$ cat src/rtl/rgb_hue_pwm.sv
// N-channel hue-wheel PWM generator: a trapezoidal colour wheel swept across
// NUM_CH LED channels with programmable resolution, speed, polarity and direction.
module rgb_hue_pwm #(
  parameter int PWM_BITS         = 8,
  parameter int PERIODS_PER_STEP = 16,
  parameter int NUM_CH           = 3,
  parameter int ACTIVE_LOW       = 0
) (
  input  logic                              clk,
  input  logic                              rst,
  input  logic                              en,
  input  logic                              dir,
  output logic [NUM_CH-1:0]                 led,
  output logic [$clog2(2*NUM_CH)-1:0]       seg,
  output logic                              wrap
);

  localparam int B    = PWM_BITS;
  localparam int SEGS = 2 * NUM_CH;
  localparam int SW   = $clog2(SEGS);
  localparam int PW   = (PERIODS_PER_STEP > 1) ? $clog2(PERIODS_PER_STEP) : 1;

  localparam logic [B-1:0]  MAX      = {B{1'b1}};
  localparam logic [B:0]    FULL     = {1'b1, {B{1'b0}}};
  localparam logic [PW-1:0] PER_LAST = PW'(PERIODS_PER_STEP - 1);
  localparam logic [SW-1:0] SEG_LAST = SW'(SEGS - 1);
  localparam logic          POL      = (ACTIVE_LOW != 0);

  logic [B-1:0]  pwm_cnt;
  logic [PW-1:0] per_cnt;
  logic [B-1:0]  step;
  logic [B:0]    duty_q [NUM_CH];
  logic [B:0]    duty_d [NUM_CH];

  logic period_end;
  logic step_ev;
  logic step_wrap;
  logic seg_wrap;

  // Trapezoid profile indexed by the channel's position r relative to seg.
  function automatic logic [B:0] duty_of(input int r, input logic [B-1:0] s);
    if (r == 0 || r == SEGS - 1) return FULL;
    else if (r == 1)             return FULL - {1'b0, s};
    else if (r == SEGS - 2)      return {1'b0, s};
    else                         return '0;
  endfunction

  always_comb begin
    for (int c = 0; c < NUM_CH; c++) begin
      duty_d[c] = duty_of((int'(seg) + SEGS - 2 * c) % SEGS, step);
    end
  end

  assign period_end = en && (pwm_cnt == MAX);
  assign step_ev    = period_end && (per_cnt == PER_LAST);
  assign step_wrap  = dir ? (step == '0) : (step == MAX);
  assign seg_wrap   = step_ev && step_wrap && (dir ? (seg == '0) : (seg == SEG_LAST));

  // NOTE: every register here, including the small duty_q shadow array, is
  // explicitly reset so the first period after reset is deterministic duty 0.
  always_ff @(posedge clk) begin
    if (rst) begin
      pwm_cnt <= '0;
      per_cnt <= '0;
      step    <= '0;
      seg     <= '0;
      wrap    <= 1'b0;
      duty_q  <= '{default: '0};
      led     <= {NUM_CH{POL}};
    end else begin
      wrap <= seg_wrap;
      if (en) begin
        pwm_cnt <= pwm_cnt + 1'b1;
        for (int c = 0; c < NUM_CH; c++) begin
          led[c] <= ({1'b0, pwm_cnt} < duty_q[c]) ^ POL;
        end
        // Shadow latch at period end keeps the duty constant within a period.
        if (period_end) begin
          duty_q  <= duty_d;
          per_cnt <= (per_cnt == PER_LAST) ? '0 : per_cnt + 1'b1;
        end
        if (step_ev) begin
          step <= dir ? step - 1'b1 : step + 1'b1;
          if (step_wrap) begin
            if (dir) seg <= (seg == '0) ? SEG_LAST : seg - 1'b1;
            else     seg <= (seg == SEG_LAST) ? '0 : seg + 1'b1;
          end
        end
      end else begin
        led <= {NUM_CH{POL}};
      end
    end
  end

endmodule
$ cat config.mk
export PLATFORM = sky130hd
export DESIGN_NAME = rgb_hue_pwm
export DESIGN_NICKNAME = d
export VERILOG_FILES = /design/src/rtl/rgb_hue_pwm.sv
export SDC_FILE = /design/constraint.sdc
export NUM_CORES = 1
export LEC_CHECK = 0
export BUFFER_PORTS_ARGS = -buffer_cell sky130_fd_sc_hd__buf_2
export CORE_UTILIZATION = 35
export CTS_CLUSTER_DIAMETER = 80
export DETAILED_ROUTE_END_ITERATION = 8
export HOLD_SLACK_MARGIN = 0.06
export PLACE_DENSITY = 0.55
export SLEW_MARGIN = 20
export SYNTH_ARGS = -nofsm -noshare
export SYNTH_HDL_FRONTEND = slang
export SYNTH_SLANG_ARGS = --single-unit
$ cat constraint.sdc
create_clock -name clk -period 6.6 [get_ports clk]
set_input_delay 0.66 -clock clk [delete_from_list [all_inputs] [get_ports clk]]
set_output_delay 0.66 -clock clk [all_outputs]
set_load 0.02 [all_outputs]
======== Word level (Yosys, flattened, before mapping) ========
Cells that the tools add are included.
operators by class
  $add $sub $neg .......................... 10
  divide/modulo/power cells ............... 3
  order comparisons ....................... 3
  eq/ne operators ......................... 13
  muxes and demuxes ....................... 16
  bitwise gates (word level) .............. 1
  reduce and logical (&&, ||, !) cells .... 16
operators by type and width
  operator               count
  $eq 32x4->1 const B    6
  $eq 32x2->1 const B    3
  $logic_not 32->1       3
  $mod 32x4->32 const B  3
  $mux 9                 6
  $mux 8                 4
  $sub 32x3->32 const B  1
  $lt 8x9->1             3
  $add 8x1->8 const B    2
  $eq 8x8->1 const B     2
  $mux 3                 3
  $sub 9x8->9 const A    1
  $logic_not 8->1        1
  $sub 8x1->8 const B    1
  $sub 4x3->5 const B    1
  $add 3x3->4 const B    1
  $add 4x1->4 const B    1
  $eq 4x4->1 const B     1
  $logic_and 1x1->1      4
  $mux 4                 1
  $reduce_and 2->1       2
  $add 3x1->3 const B    1
  $eq 3x3->1 const B     1
  $logic_not 3->1        1
  6 further kinds        9
storage, ports and cells
  register bits ........................... 54
  input port bits ......................... 4
  output and inout bits ................... 7
  logic and storage cells ................. 71

======== Logic depth before layout (Yosys ltp) ========
  word-level depth ........................ 7
  mapped depth ............................ 33
  depth with buffers taken out ............ 29

======== Worst setup path after synthesis ========
Ideal clock, no wire load.
  path kind ............................... register to register
  start ................................... reg seg[1]
  end ..................................... reg duty_q[11] in the netlist's numbering
  library setup time ...................... 69 ps
  data arrival time ....................... 7,305 ps
  data required time ...................... 6,531 ps
  slack ................................... -774 ps
  cell stages (with the launch flop) ...... 34
  path buffers ............................ 4
  period minus slack after synthesis ...... 7,374 ps
  path through ............................ dfxtp_1 -> buf_2 -> inv_1 -> ha_1 -> ha_1 -> buf_4 -> inv_2 -> ha_1 -> o2111ai_1 -> and3_1 -> o31ai_1 -> o22ai_1 -> nand3b_1 -> nor3b_4 -> o2111ai_1 -> and2_1 -> buf_6 -> mux2_4 -> o21bai_1 -> a31o_1 -> a311oi_2 -> and2_1 -> mux2_2 -> or3_1 -> buf_2 -> xnor2_1 -> ha_1 -> inv_1 -> a2111oi_0 -> o311a_1 -> a211oi_1 -> nor4_2 -> nand4_2 -> o21ai_1
on the way
  cells in the longest elaborated chain, start to end .. 7
  elaborated cells between the ends (all ways) .. 11
  those cells by class .................... 2 x add/sub; 1 x div; 3 x eq/ne; 3 x mux; 2 x reduce/logical
RTL lines
  item                      line  text
  start: declaration        14    output logic [$clog2(2*NUM_CH)-1:0] seg,
  start signal: assignment  85    if (dir) seg <= (seg == '0) ? SEG_LAST : seg - 1'b1;
  start signal: assignment  86    else seg <= (seg == SEG_LAST) ? '0 : seg + 1'b1;
  $add 3x3->4 *             50    duty_d[c] = duty_of((int'(seg) + SEGS - 2 * c) % SEGS, step);
  $sub 32x3->32 *           50
  $mod 32x4->32 *           50
  $eq 32x4->1               44    else if (r == SEGS - 2) return {1'b0, s};
  $mux 8                    44
  $mux 9                    43    else if (r == 1) return FULL - {1'b0, s};
  $mux 9 *                  42    if (r == 0 || r == SEGS - 1) return FULL;
  end signal: assignment    79    duty_q <= duty_d;
  end: declaration          32    logic [B:0] duty_q [NUM_CH];
Every way passes the cells marked *; elsewhere a longest branch is shown, timed or not.
A chain may end at the register's enable or synchronous reset.

======== Worst setup path after layout ========
  start ................................... reg seg[1]
  end ..................................... reg duty_q[14] in the netlist's numbering
Same word-level chain as after synthesis.

==> summary.md <==
| Metric | Value |
|---|---|
| CTS max path bufs | `2` |
| Layout Skew | `7.059 ps` |
| Main synth FF type | `dfxtp_1` |
| Most used cell, CP | `ha_4` |
| Fin Setup TNS | `0 ps` |
| Clk sinks | `54` |
| Sw frac | `0.2224` |
| Clk pwr share | `0.438` |
| TritonCTS clock tree | `yes` |
| CP peak stage delay | `410 ps` |
| Arrival time worst endpoint | `6610 ps` |
| Port bufs | `10` |
| Total CTS buffers | `5` |
| Status | `finished, final reports clean` |
| Cell Rows | `46` |
| Worst VDD drop | `0.00009067 V` |
| Max-slew violations | `0` |
| Detailed-route via count | `5687` |
| Die height | `129.0 um` |
| Wire length of the first global-routing pass | `25190 um` |
| Yosys reg bits | `54` |
| Nets@finish | `878` |
| Critical Path RT | `6830 ps` |
| Die footprint | `16640 sq um` |
| Routed WL | `16050 um` |
| Minimum clock period | `6381 ps` |
| H-tree levels | `2` |
| Largest net degree at the start of global routing | `47` |
| Hold buffers post-CTS | `0` |
| Hold depth | `2` |
| Final Hold Fails | `0` |
| EDFF count, synth | `0` |
| Finished Layout Cells | `1038` |
| Drt first pass iters | `4` |
| Setup Viol. Count Final | `0` |
| Inst Count DP | `1012` |
| CP Capture Type | `register` |
| Fraction of layout cells with a size suffix above 1 | `0.2348` |
| Logic pwr share | `0.049` |
| Post-Syn Area per Cell | `7.436 sq um` |
| ANT nets after route | `0` |
| Synth Warn # | `0` |
| Reg2reg end | `duty_q[14]` |
| Highest clock rate | `0.1567 GHz` |
| FF-to-FF path depth | `29` |
| Area Growth Syn to Fin | `24.87%` |
| Tcrit/Tclk final | `0.9667` |
| Setup Crit Path Kind | `reg2reg` |
| DRC | `0` |
| Routed WL per cell | `15.46 um` |
| Clock transition at the registers of the reported paths | `70 ps` |
| Power per standard cell area | `91.53 nW/um^2` |
| Mapped Cells | `759` |
| Mapped Nets | `816` |
| I/O pin count | `11` |
| Cell area after synthesis | `5644 sq um` |
| Rel. slew slack | `0.3007` |
| FF-to-FF Start | `seg[1]` |
| Die X | `129.0 um` |
| Grt ovf | `0` |
| Flop-to-flop setup slack | `220 ps` |
| Total GRT Usage | `0.1850` |
| Startpoint types | `register` |
| Core ar. | `15830 sq um` |
| DR iter-0 viols | `375` |
| HP Class | `reg2reg` |
| Cell variety after synth | `88` |
| Vias in the first global route | `5173` |
| Sequential share of power | `0.513` |
| Worst hold path startpoint | `duty_q[12]` |
| GPL Wtd Cong | `0.9062` |
| Psw | `143.4 uW` |
| P_leak | `0.002708 uW` |
| Clock root buffer | `clkbuf_16` |
| Internal Pwr Total | `501.6 uW` |
| Initial Utilization | `0.3566` |
| Sequential share of the synthesized area | `0.1915` |
| Hold Crit Endpoint | `duty_q[12]` |
| Fill count | `1540` |
| CP Max Fanout | `15` |
| Total of max-cap violations | `0` |
| Worst-Skew Late Latency | `290 ps` |
| Hpwl dp | `11790 um` |
| Async set-reset flop share out of synthesis | `0` |
| Vias per cell | `5.479` |
| Antenna violations before repair | `0` |
| Crit path max-delay cell type | `or3_4` |
| Total power | `645.1 uW` |
| Worst slew pin tran | `1043 ps` |
| ANT cells | `0` |
## through the flow
stage,hold slack (ps),setup WS (ps),area (sq um),utilization
after global routing,476.2,-74.69,7048,0.4453
final,451.4,219.5,7048,0.4453
after floorplan,426.6,0.4960,5761,-
after global placement,443.8,-8.709,6360,0.4018
after CTS,453.7,0.05196,6604,0.4172
after detailed placement,444.2,-109.1,6360,0.4018
## routing by layer
metal / track usage / vias up / routed length [um] / part of all wire
li1: - / 2856 / - / -
met1: 0.2588 / 2678 / 7739 / 0.48
met2: 0.3078 / 136 / 7552 / 0.47
met3: 0.01788 / 17 / 613 / 0.038
met4: 0.03737 / 0 / 148 / 0.0092
met5: 0 / - / 0 / 0
## registers in the layout, indices dropped and copies added (netlist names)
signal / count
duty_q: 27
led: 3
per_cnt: 4
pwm_cnt: 8
seg: 3
step: 8
wrap: 1
## worst max-delay path by stage
stage	startpoint	endpoint	depth (start not counted)
final	seg[1]	duty_q[14]	29
after detailed placement	seg[1]	duty_q[13]	29
after CTS	seg[1]	duty_q[13]	29
after global routing	seg[1]	duty_q[9]	30
after global placement	seg[2]	duty_q[11]	28
after floorplan	seg[1]	duty_q[11]	31
## final cells by class
class	instances	area (sq um)	area share
clock buffers	7	152.6	0.02166
clock inverters	1	8.758	0.001243
inverters	41	165.2	0.02343
multi-input cells	628	4688	0.6652
flip-flops and latches	54	1086	0.1541
well taps	216	270.3	0.03835
repair buffers	91	676.9	0.09604
## cell usage after synthesis (11+ instances only)
master	instances	area share
xnor2_1	19	0.029
inv_1	40	0.027
nor3_1	28	0.025
a21oi_1	55	0.049
nand2_1	55	0.037
ha_1	52	0.12
o21ai_0	40	0.035
mux2i_1	14	0.025
clkbuf_1	22	0.015
nand3_1	33	0.029
dfxtp_1	54	0.19
and2_1	11	0.012
a31oi_1	15	0.017
nor2_1	93	0.062
or3_1	13	0.014
xor2_1	16	0.025
nand2b_1	15	0.017
## placed cells by master (no fill, tap or decap), types with 6 or more instances in the layout
cell type  instances
and2_1             8
dfxtp_1           52
o21a_1             8
a22oi_1            9
buf_4             77
nand2b_1          15
nor2_1            91
buf_2             10
o21ai_1           12
a31oi_1           10
mux2i_1           12
a21o_1             6
nand3_1           29
xnor2_1           18
nor2b_1            9
nor3_1            26
xor2_1            16
ha_1              47
inv_1             38
and3_1             8
nand2_1           54
nand4_1           10
a21oi_1           53
or3_1             11
o21ai_0           36
## critical path, delay by kind of cell, from the launching register on
| kind | cells | cell delay, ps |
|---|---|---|
| multiplexers | 1 | 310 |
| AND/OR/NAND/NOR | 9 | 2260 |
| buffers and inverters | 5 | 640 |
| adder cells (fa/ha/maj) | 3 | 540 |
| flip-flops | 1 | 390 |
| XOR/XNOR | 1 | 180 |
| AO/OA/AOI/OAI | 10 | 1990 |
## repair_timing
action,CTS,global route
gates resized for setup,11,62
pin swaps,1,33
buffers inserted,0,18
endpoints found under the setup margin,9,9
## power groups by stage
stage / Sequential (uW) / Combinational [uW] / Clock, uW
3_5_place_dp: 338 / 32.0 / 0
4_1_cts: 331 / 32.1 / 289
5_1_grt: 331 / 36.3 / 299
2_1_floorplan: 337 / 24.0 / 0
3_3_place_gp: 338 / 31.0 / 0
6_report: 331 / 31.5 / 283
## logic make-up after synthesis
group	synth area share
flip-flops	0.1915
AO/OA/AOI/OAI	0.2401
adder cells (fa/ha/maj)	0.1188
multiplexers	0.04589
buffers and inverters	0.05808
AND/OR/NAND/NOR	0.2787
XOR/XNOR	0.06695
Power figures use the tool's default switching activity.
